--- src/rtl/pso_pkg.sv ---
// pso_pkg: shared widths, FSM encoding and the power helper for pv_power_sampler.
//   ADC_W       : ADC code width (12)
//   PWR_W       : power product width (24)
//   pso_state_e : one-hot encoding of the five sampler states
//   pso_power() : full-width unsigned product of two ADC codes
package pso_pkg;

  localparam int ADC_W = 12;
  localparam int PWR_W = 24;

  typedef enum logic [4:0] {
    ST_IDLE   = 5'b00001,
    ST_SETTLE = 5'b00010,
    ST_SAMPLE = 5'b00100,
    ST_CALC   = 5'b01000,
    ST_DONE   = 5'b10000
  } pso_state_e;

  function automatic logic [PWR_W-1:0] pso_power(input logic [ADC_W-1:0] v_code,
                                                 input logic [ADC_W-1:0] i_code);
    return PWR_W'(v_code) * PWR_W'(i_code);
  endfunction

endpackage

--- src/rtl/pvs_adc_clkgen.sv ---
// pvs_adc_clkgen: conversion clock for the two PV ADCs plus a one-cycle strobe
// marking the clk cycle at whose end the conversion clock falls.
// Parameters:
//   ADC_DIV    : clk cycles per conversion-clock half-period (>=1)
// Ports:
//   clk        : in  system clock
//   reset      : in  synchronous, active-high
//   enable     : in  run the conversion clock; low forces it low and rearms the divider
//   adc_clk    : out conversion clock, starts low after enable rises
//   sample_stb : out high in the last cycle of each high phase (data valid on the fall)
module pvs_adc_clkgen #(
  parameter int ADC_DIV = 4
) (
  input  logic clk,
  input  logic reset,
  input  logic enable,
  output logic adc_clk,
  output logic sample_stb
);

  localparam int CNT_W = $clog2(ADC_DIV + 1);
  localparam logic [CNT_W-1:0] CNT_LOAD = CNT_W'(ADC_DIV - 1);

  logic [CNT_W-1:0] div_cnt;

  // Down-counter reloads on terminal count; each terminal count flips the clock.
  always_ff @(posedge clk) begin
    if (reset || !enable) begin
      div_cnt <= CNT_LOAD;
      adc_clk <= 1'b0;
    end else if (div_cnt == '0) begin
      div_cnt <= CNT_LOAD;
      adc_clk <= ~adc_clk;
    end else begin
      div_cnt <= div_cnt - 1'b1;
    end
  end

  // Terminal count while high means the clock goes low at the next edge,
  // which is when the ADC outputs are taken.
  assign sample_stb = enable && adc_clk && (div_cnt == '0);

endmodule

--- src/rtl/pv_power_sampler.sv ---
// pv_power_sampler: one-shot PV power measurement. After a start request it waits
// for the PWM duty to settle, clocks both ADCs for 2^AVG_LOG2 conversions, averages
// each channel and reports v_avg * i_avg as a tracking fitness value.
// Parameters:
//   ADC_DIV    : clk cycles per ADC clock half-period (>=1)
//   AVG_LOG2   : log2 of samples averaged per measurement (0..6)
//   SETTLE_CYC : clk cycles waited after start before sampling (>=1)
// Ports:
//   clk, reset       : system clock, synchronous active-high reset
//   start            : measurement request, honoured in IDLE only
//   ad1_in, ad2_in   : voltage / current ADC codes (unsigned 12 bit)
//   ad1_clk, ad2_clk : ADC conversion clocks (identical)
//   busy             : high outside IDLE
//   done             : one-cycle pulse when results update
//   v_avg, i_avg     : averaged codes
//   power            : v_avg * i_avg (24 bit)
//   ovr              : a sample hit full scale during the last measurement
// Build option:
//   PV_SAMPLER_OVR_EN : when defined, ovr tracks full-scale samples; otherwise ovr is tied 0.
//
// state  | meaning
// IDLE   | waiting for start
// SETTLE | SETTLE_CYC cycles for the PWM duty to settle, ADC clocks low
// SAMPLE | ADC clocks running, one sample accumulated per fall
// CALC   | averages and product registered
// DONE   | done pulse, results visible
module pv_power_sampler
  import pso_pkg::*;
#(
  parameter int ADC_DIV    = 4,
  parameter int AVG_LOG2   = 3,
  parameter int SETTLE_CYC = 1000
) (
  input  logic             clk,
  input  logic             reset,
  input  logic             start,
  input  logic [ADC_W-1:0] ad1_in,
  input  logic [ADC_W-1:0] ad2_in,
  output logic             ad1_clk,
  output logic             ad2_clk,
  output logic             busy,
  output logic             done,
  output logic [ADC_W-1:0] v_avg,
  output logic [ADC_W-1:0] i_avg,
  output logic [PWR_W-1:0] power,
  output logic             ovr
);

  localparam int ACC_W   = ADC_W + AVG_LOG2;
  localparam int STL_W   = $clog2(SETTLE_CYC + 1);
  localparam int SCNT_W  = AVG_LOG2 + 1;
  localparam logic [STL_W-1:0]  STL_LOAD  = STL_W'(SETTLE_CYC - 1);
  localparam logic [SCNT_W-1:0] SCNT_LOAD = SCNT_W'((1 << AVG_LOG2) - 1);

  pso_state_e state, state_next;

  logic [STL_W-1:0]  settle_cnt;
  logic [SCNT_W-1:0] samp_cnt;
  logic [ACC_W-1:0]  vacc;
  logic [ACC_W-1:0]  iacc;
  logic              adc_en;
  logic              adc_clk;
  logic              sample_stb;
  logic [ADC_W-1:0]  v_calc;
  logic [ADC_W-1:0]  i_calc;

  pvs_adc_clkgen #(
    .ADC_DIV (ADC_DIV)
  ) u_clkgen (
    .clk        (clk),
    .reset      (reset),
    .enable     (adc_en),
    .adc_clk    (adc_clk),
    .sample_stb (sample_stb)
  );

  assign ad1_clk = adc_clk;
  assign ad2_clk = adc_clk;

  always_ff @(posedge clk) begin
    if (reset) state <= ST_IDLE;
    else       state <= state_next;
  end

  always_comb begin
    state_next = state;
    busy       = 1'b1;
    done       = 1'b0;
    adc_en     = 1'b0;
    case (state)
      ST_IDLE: begin
        busy = 1'b0;
        if (start) state_next = ST_SETTLE;
      end
      ST_SETTLE: begin
        if (settle_cnt == '0) state_next = ST_SAMPLE;
      end
      ST_SAMPLE: begin
        adc_en = 1'b1;
        // The last strobe coincides with the final fall, so SAMPLE ends on it.
        if (sample_stb && (samp_cnt == '0)) state_next = ST_CALC;
      end
      ST_CALC: begin
        state_next = ST_DONE;
      end
      ST_DONE: begin
        done       = 1'b1;
        state_next = ST_IDLE;
      end
      default: begin
        busy       = 1'b0;
        state_next = ST_IDLE;
      end
    endcase
  end

  // Truncating divide by 2^AVG_LOG2; the accumulator cannot exceed 12 bits after the shift.
  assign v_calc = vacc[AVG_LOG2 +: ADC_W];
  assign i_calc = iacc[AVG_LOG2 +: ADC_W];

  always_ff @(posedge clk) begin
    if (reset) begin
      settle_cnt <= '0;
      samp_cnt   <= '0;
      vacc       <= '0;
      iacc       <= '0;
      v_avg      <= '0;
      i_avg      <= '0;
      power      <= '0;
    end else begin
      case (state)
        ST_IDLE: begin
          if (start) begin
            settle_cnt <= STL_LOAD;
            samp_cnt   <= SCNT_LOAD;
            vacc       <= '0;
            iacc       <= '0;
          end
        end
        ST_SETTLE: begin
          if (settle_cnt != '0) settle_cnt <= settle_cnt - 1'b1;
        end
        ST_SAMPLE: begin
          if (sample_stb) begin
            vacc <= vacc + ACC_W'(ad1_in);
            iacc <= iacc + ACC_W'(ad2_in);
            if (samp_cnt != '0) samp_cnt <= samp_cnt - 1'b1;
          end
        end
        ST_CALC: begin
          v_avg <= v_calc;
          i_avg <= i_calc;
          power <= pso_power(v_calc, i_calc);
        end
        default: begin
        end
      endcase
    end
  end

`ifdef PV_SAMPLER_OVR_EN
  logic ovr_seen;
  logic ovr_q;

  // Sticky full-scale detector for the running measurement, published in CALC.
  always_ff @(posedge clk) begin
    if (reset) begin
      ovr_seen <= 1'b0;
      ovr_q    <= 1'b0;
    end else begin
      if ((state == ST_IDLE) && start) begin
        ovr_seen <= 1'b0;
      end else if ((state == ST_SAMPLE) && sample_stb &&
                   ((ad1_in == {ADC_W{1'b1}}) || (ad2_in == {ADC_W{1'b1}}))) begin
        ovr_seen <= 1'b1;
      end
      if (state == ST_CALC) ovr_q <= ovr_seen;
    end
  end

  assign ovr = ovr_q;
`else
  assign ovr = 1'b0;
`endif

endmodule

--- config.mk ---
export PLATFORM = sky130hd
export DESIGN_NAME = pv_power_sampler
export DESIGN_NICKNAME = d
export VERILOG_FILES = /design/src/rtl/pso_pkg.sv /design/src/rtl/pvs_adc_clkgen.sv /design/src/rtl/pv_power_sampler.sv
export SDC_FILE = /design/constraint.sdc
export NUM_CORES = 1
export LEC_CHECK = 0
export CORE_MARGIN = 1.5
export CORE_UTILIZATION = 50
export CTS_BUF_LIST = sky130_fd_sc_hd__clkbuf_2
export CTS_CLUSTER_SIZE = 16
export DETAILED_ROUTE_END_ITERATION = 10
export PLACE_DENSITY = 0.76
export SLEW_MARGIN = 20
export SYNTH_ARGS = -nofsm -noshare
export SYNTH_HDL_FRONTEND = slang
export SYNTH_SLANG_ARGS = --single-unit
export TNS_END_PERCENT = 20
--- constraint.sdc ---
create_clock -name clk -period 15.5 [get_ports clk]
set_input_delay 1.55 -clock clk [delete_from_list [all_inputs] [get_ports clk]]
set_output_delay 1.55 -clock clk [all_outputs]
set_load 0.1 [all_outputs]
==> results.txt <==
----------------------------------------------------
[Final layout]
  Commonest non-fill, non-tap cells in the layout ... sky130_fd_sc_hd__nand2_1, sky130_fd_sc_hd__inv_1, sky130_fd_sc_hd__fa_1
  Synthesis-to-finish area growth ... 10.9%
  Commonest non-fill, non-tap cell in the layout ... sky130_fd_sc_hd__nand2_1
  Final net count ... 1385
  Layout cells sized above 1 ... 2.91%
  Post-Layout Inst Area ... 10500 um^2

[Worst hold path]
  Number of cells on the worst hold path ... 1
  Worst Hold Class ... flop to flop

[Clocking]
  Register clock-pin slew on the reported worst setup and hold paths ... 0.28 ns
  Max Root-Sink Buffers ... 2
  Setup Buffers After CTS ... 0
  TritonCTS clock tree ... yes
  Insertion delay to the later sink of the worst-skew pair ... 0.62 ns
  Max H-tree Level ... 3
  Clock buffers created by TritonCTS ... 9
  Post-CTS Resized ... 0
  Buffer cell driving the clock tree root ... sky130_fd_sc_hd__clkbuf_2
  Number of hold-repair buffers added at the cts stage ... 0
  Number of clock sinks ... 101

[Timing]
  Setup WS post-layout ... 9.70 ns
  Unrepaired setup endpoints after global routing ... false
  Final min period ... 5.80 ns
  Fmax ... 0.172 GHz
  Fraction of the cycle the final worst path needs ... 37.4%
  Final-report setup violation count ... 0
  Clock tree skew after final layout ... 0.0342 ns
  Setup total negative slack ... 0 ns
  Transition at the pin with the smallest max-transition slack ... 0.994 ns
  Max-slew violations ... 0
  Relative slew slack ... 33.5%
  Final-report hold violation count ... 0

[Routing]
  Vias ... 7764
  1st-pass router iterations ... 5
  Violation count after the first detailed-route iteration ... 486
  Routed Antenna Nets ... 0
  Detail-routed net length per standard cell ... 15.8 um
  Total Wirelength ... 22300 um
  DRC viols ... 0
  Vias per cell ... 5.53

[Synth]
  Synthesized netlist net count ... 1347
  Ys async rst share ... 0%
  Yosys warns ... 0
  Netlist area before placement ... 9480 um^2
  Biggest area contributors in the synthesized netlist ... sky130_fd_sc_hd__fa_1, sky130_fd_sc_hd__dfxtp_1, sky130_fd_sc_hd__ha_1
  Post-synthesis sequential area ratio ... 21.3%
  Prevailing post-synth register cell ... sky130_fd_sc_hd__dfxtp_1
  Post-synth EDFFs ... 0
  Per-instance average area after synthesis ... 8.41 um^2
  Post-synthesis instance total ... 1127
  Most area-hungry cell type in the Yosys netlist ... sky130_fd_sc_hd__fa_1
  Number of storage elements in the synthesis netlist ... 101
  Yosys top cell area share ... 21.5%
  Netlist cell types ... 65

[Worst setup path]
  Critical Path AT ... 6.33 ns
  Nature of the critical path endpoint ... flop
  Sort of element at the start of the critical path ... flop
  Crit Path Max Fanout ... 15
  Category of the critical setup timing path ... flop to flop
  Worst reg-to-reg setup slack ... 9.70 ns
  R2r worst-path depth ... 17
  CP Data Required Time ... 16.03 ns

[GRT]
  Gr usage total ... 23.9%
  Number of antenna violations at the first check in global routing ... 1
  Pin count of the biggest net entering global routing ... 75
  GRT met2 Usage ... 41.8%
  Global routing usage on met1 ... 30.3%
  Met3 Usage GRT ... 2.65%
  Global routing's busiest layer ... met2
  Vias in the first global route ... 7736
  Global-route wire length before repair ... 37700 um
  Residual overflow from global routing ... 0

[Power]
  Static power due to leakage ... 4.88 nW
  Ratio of total power to cell area ... 50.5 nW/um^2
  IR drop worst, VDD ... 63.8 uV

[Floorplan]
  DIE HEIGHT ... 141 um
  Die ar. ... 19800 um^2
  Area of the placeable core ... 18600 um^2
  Number of standard-cell rows in the floorplan ... 50
  Die Wd ... 141 um
  Initial core utilization ... 50.8%
  Number of ports placed on the die boundary ... 80

[Run status]
  Outcome ... complete, no violations

[Placed design]
  Final weighted congestion in routability-driven placement ... 0.894
  Pre-CTS setup slack ... 9.81 ns
  Number of port buffers ... 78
  Placed Area ... 10400 um^2
  Final HPWL DP ... 17000 um

[Job]
  Number of violations of the max-capacitance limit ... 0

----------------------------------------------------
[power breakdown]
part / total [mW] / internal, mW / switching (mW)
Sequential: 0.279 / 0.271 / 0.00793
Combinational: 0.0920 / 0.0354 / 0.0566
Clock: 0.161 / 0.0700 / 0.0905
[critical path, stage by stage, from the launching register on]
cell and delay, ns:
sky130_fd_sc_hd__dfxtp_1 0.84, sky130_fd_sc_hd__nand2_1 0.17, sky130_fd_sc_hd__fa_1 0.49, sky130_fd_sc_hd__fa_1 0.51, sky130_fd_sc_hd__fa_1 0.50, sky130_fd_sc_hd__inv_1 0.05
sky130_fd_sc_hd__fa_1 0.52, sky130_fd_sc_hd__inv_1 0.05, sky130_fd_sc_hd__fa_1 0.53, sky130_fd_sc_hd__inv_1 0.04, sky130_fd_sc_hd__ha_1 0.35, sky130_fd_sc_hd__o21a_1 0.13
sky130_fd_sc_hd__nor2_1 0.03, sky130_fd_sc_hd__a21oi_1 0.41, sky130_fd_sc_hd__nand2_1 0.18, sky130_fd_sc_hd__o21ai_0 0.30, sky130_fd_sc_hd__a21oi_1 0.11, sky130_fd_sc_hd__or4_1 0.51
[path summary, 6_finish.rpt]
kind | startpoint | endpoint
min reg2reg | u_clkgen.div_cnt[0] | u_clkgen.div_cnt[0]
max reg2reg | vacc[4] | power[20]
min | u_clkgen.div_cnt[0] | u_clkgen.div_cnt[0]
max | vacc[4] | power[20]
[cell usage after synthesis, types with 3 or more instances]
cell and instances:
sky130_fd_sc_hd__a211o_1 5, sky130_fd_sc_hd__a211oi_1 13, sky130_fd_sc_hd__a21o_1 15, sky130_fd_sc_hd__a21oi_1 81, sky130_fd_sc_hd__a22o_1 22, sky130_fd_sc_hd__a31oi_1 5, sky130_fd_sc_hd__and2_1 53, sky130_fd_sc_hd__and3_1 7
sky130_fd_sc_hd__buf_1 3, sky130_fd_sc_hd__clkbuf_1 46, sky130_fd_sc_hd__dfxtp_1 101, sky130_fd_sc_hd__fa_1 102, sky130_fd_sc_hd__ha_1 91, sky130_fd_sc_hd__inv_1 157, sky130_fd_sc_hd__mux2i_1 3, sky130_fd_sc_hd__nand2_1 189
sky130_fd_sc_hd__nand2b_1 6, sky130_fd_sc_hd__nand3_1 14, sky130_fd_sc_hd__nand3b_1 5, sky130_fd_sc_hd__nand4_1 4, sky130_fd_sc_hd__nor2_1 47, sky130_fd_sc_hd__nor2b_1 6, sky130_fd_sc_hd__nor3_1 18, sky130_fd_sc_hd__nor3b_1 3
sky130_fd_sc_hd__nor4_1 4, sky130_fd_sc_hd__o211ai_1 5, sky130_fd_sc_hd__o21a_1 4, sky130_fd_sc_hd__o21ai_0 28, sky130_fd_sc_hd__or3_1 6, sky130_fd_sc_hd__xnor2_1 22, sky130_fd_sc_hd__xor2_1 17
[registers in the layout, indices dropped and copies added (netlist names)]
name / count
power: 24
iacc: 15
vacc: 15
i_avg: 12
v_avg: 12
settle_cnt: 10
state: 5
samp_cnt: 4
u_clkgen.div_cnt: 3
u_clkgen.adc_clk: 1
[stage by stage]
step	util, %	power [mW]	std cells	hold WS [ns]
2_1_floorplan	-	0.351	1127	0.368
3_3_place_gp	55.5	0.373	1388	0.379
3_5_place_dp	55.5	0.375	1388	0.391
4_1_cts	56.4	0.536	1404	0.446
5_1_grt	56.4	0.557	1405	0.470
6_report	56.4	0.531	1405	0.441
[final cells by class]
type / instances / area [um^2]
flip-flops and latches: 101 / 2020
diodes: 1 / 2.50
well taps: 234 / 293
inverters: 157 / 589
clock inverters: 6 / 110
repair buffers: 83 / 813
multi-input cells: 813 / 6640
clock buffers: 10 / 50.0
fillers: 1688 / 8130
[cells by family (layout without fill, tap and decap cells)]
group           count (synthesis)  in the layout  share of synthesized area [%]
flops                         101            101                           21.3
compound gates                202            202                           13.8
mux                             4              4                          0.436
other cells                     1              2                         0.0396
xor+xnor                       39             39                           3.60
simple gates                  374            374                           18.4
buf+inv                       213            256                           8.79
fa+ha+maj                     193            193                           33.6
[per-layer routing]
metal | up-vias | share of wire, %
met3 | 46 | 4.5
met4 | 0 | 3.1
met5 | - | 0
li1 | 3739 | -
met1 | 3768 | 43
met2 | 211 | 49
(Power assumes the default switching activity.)
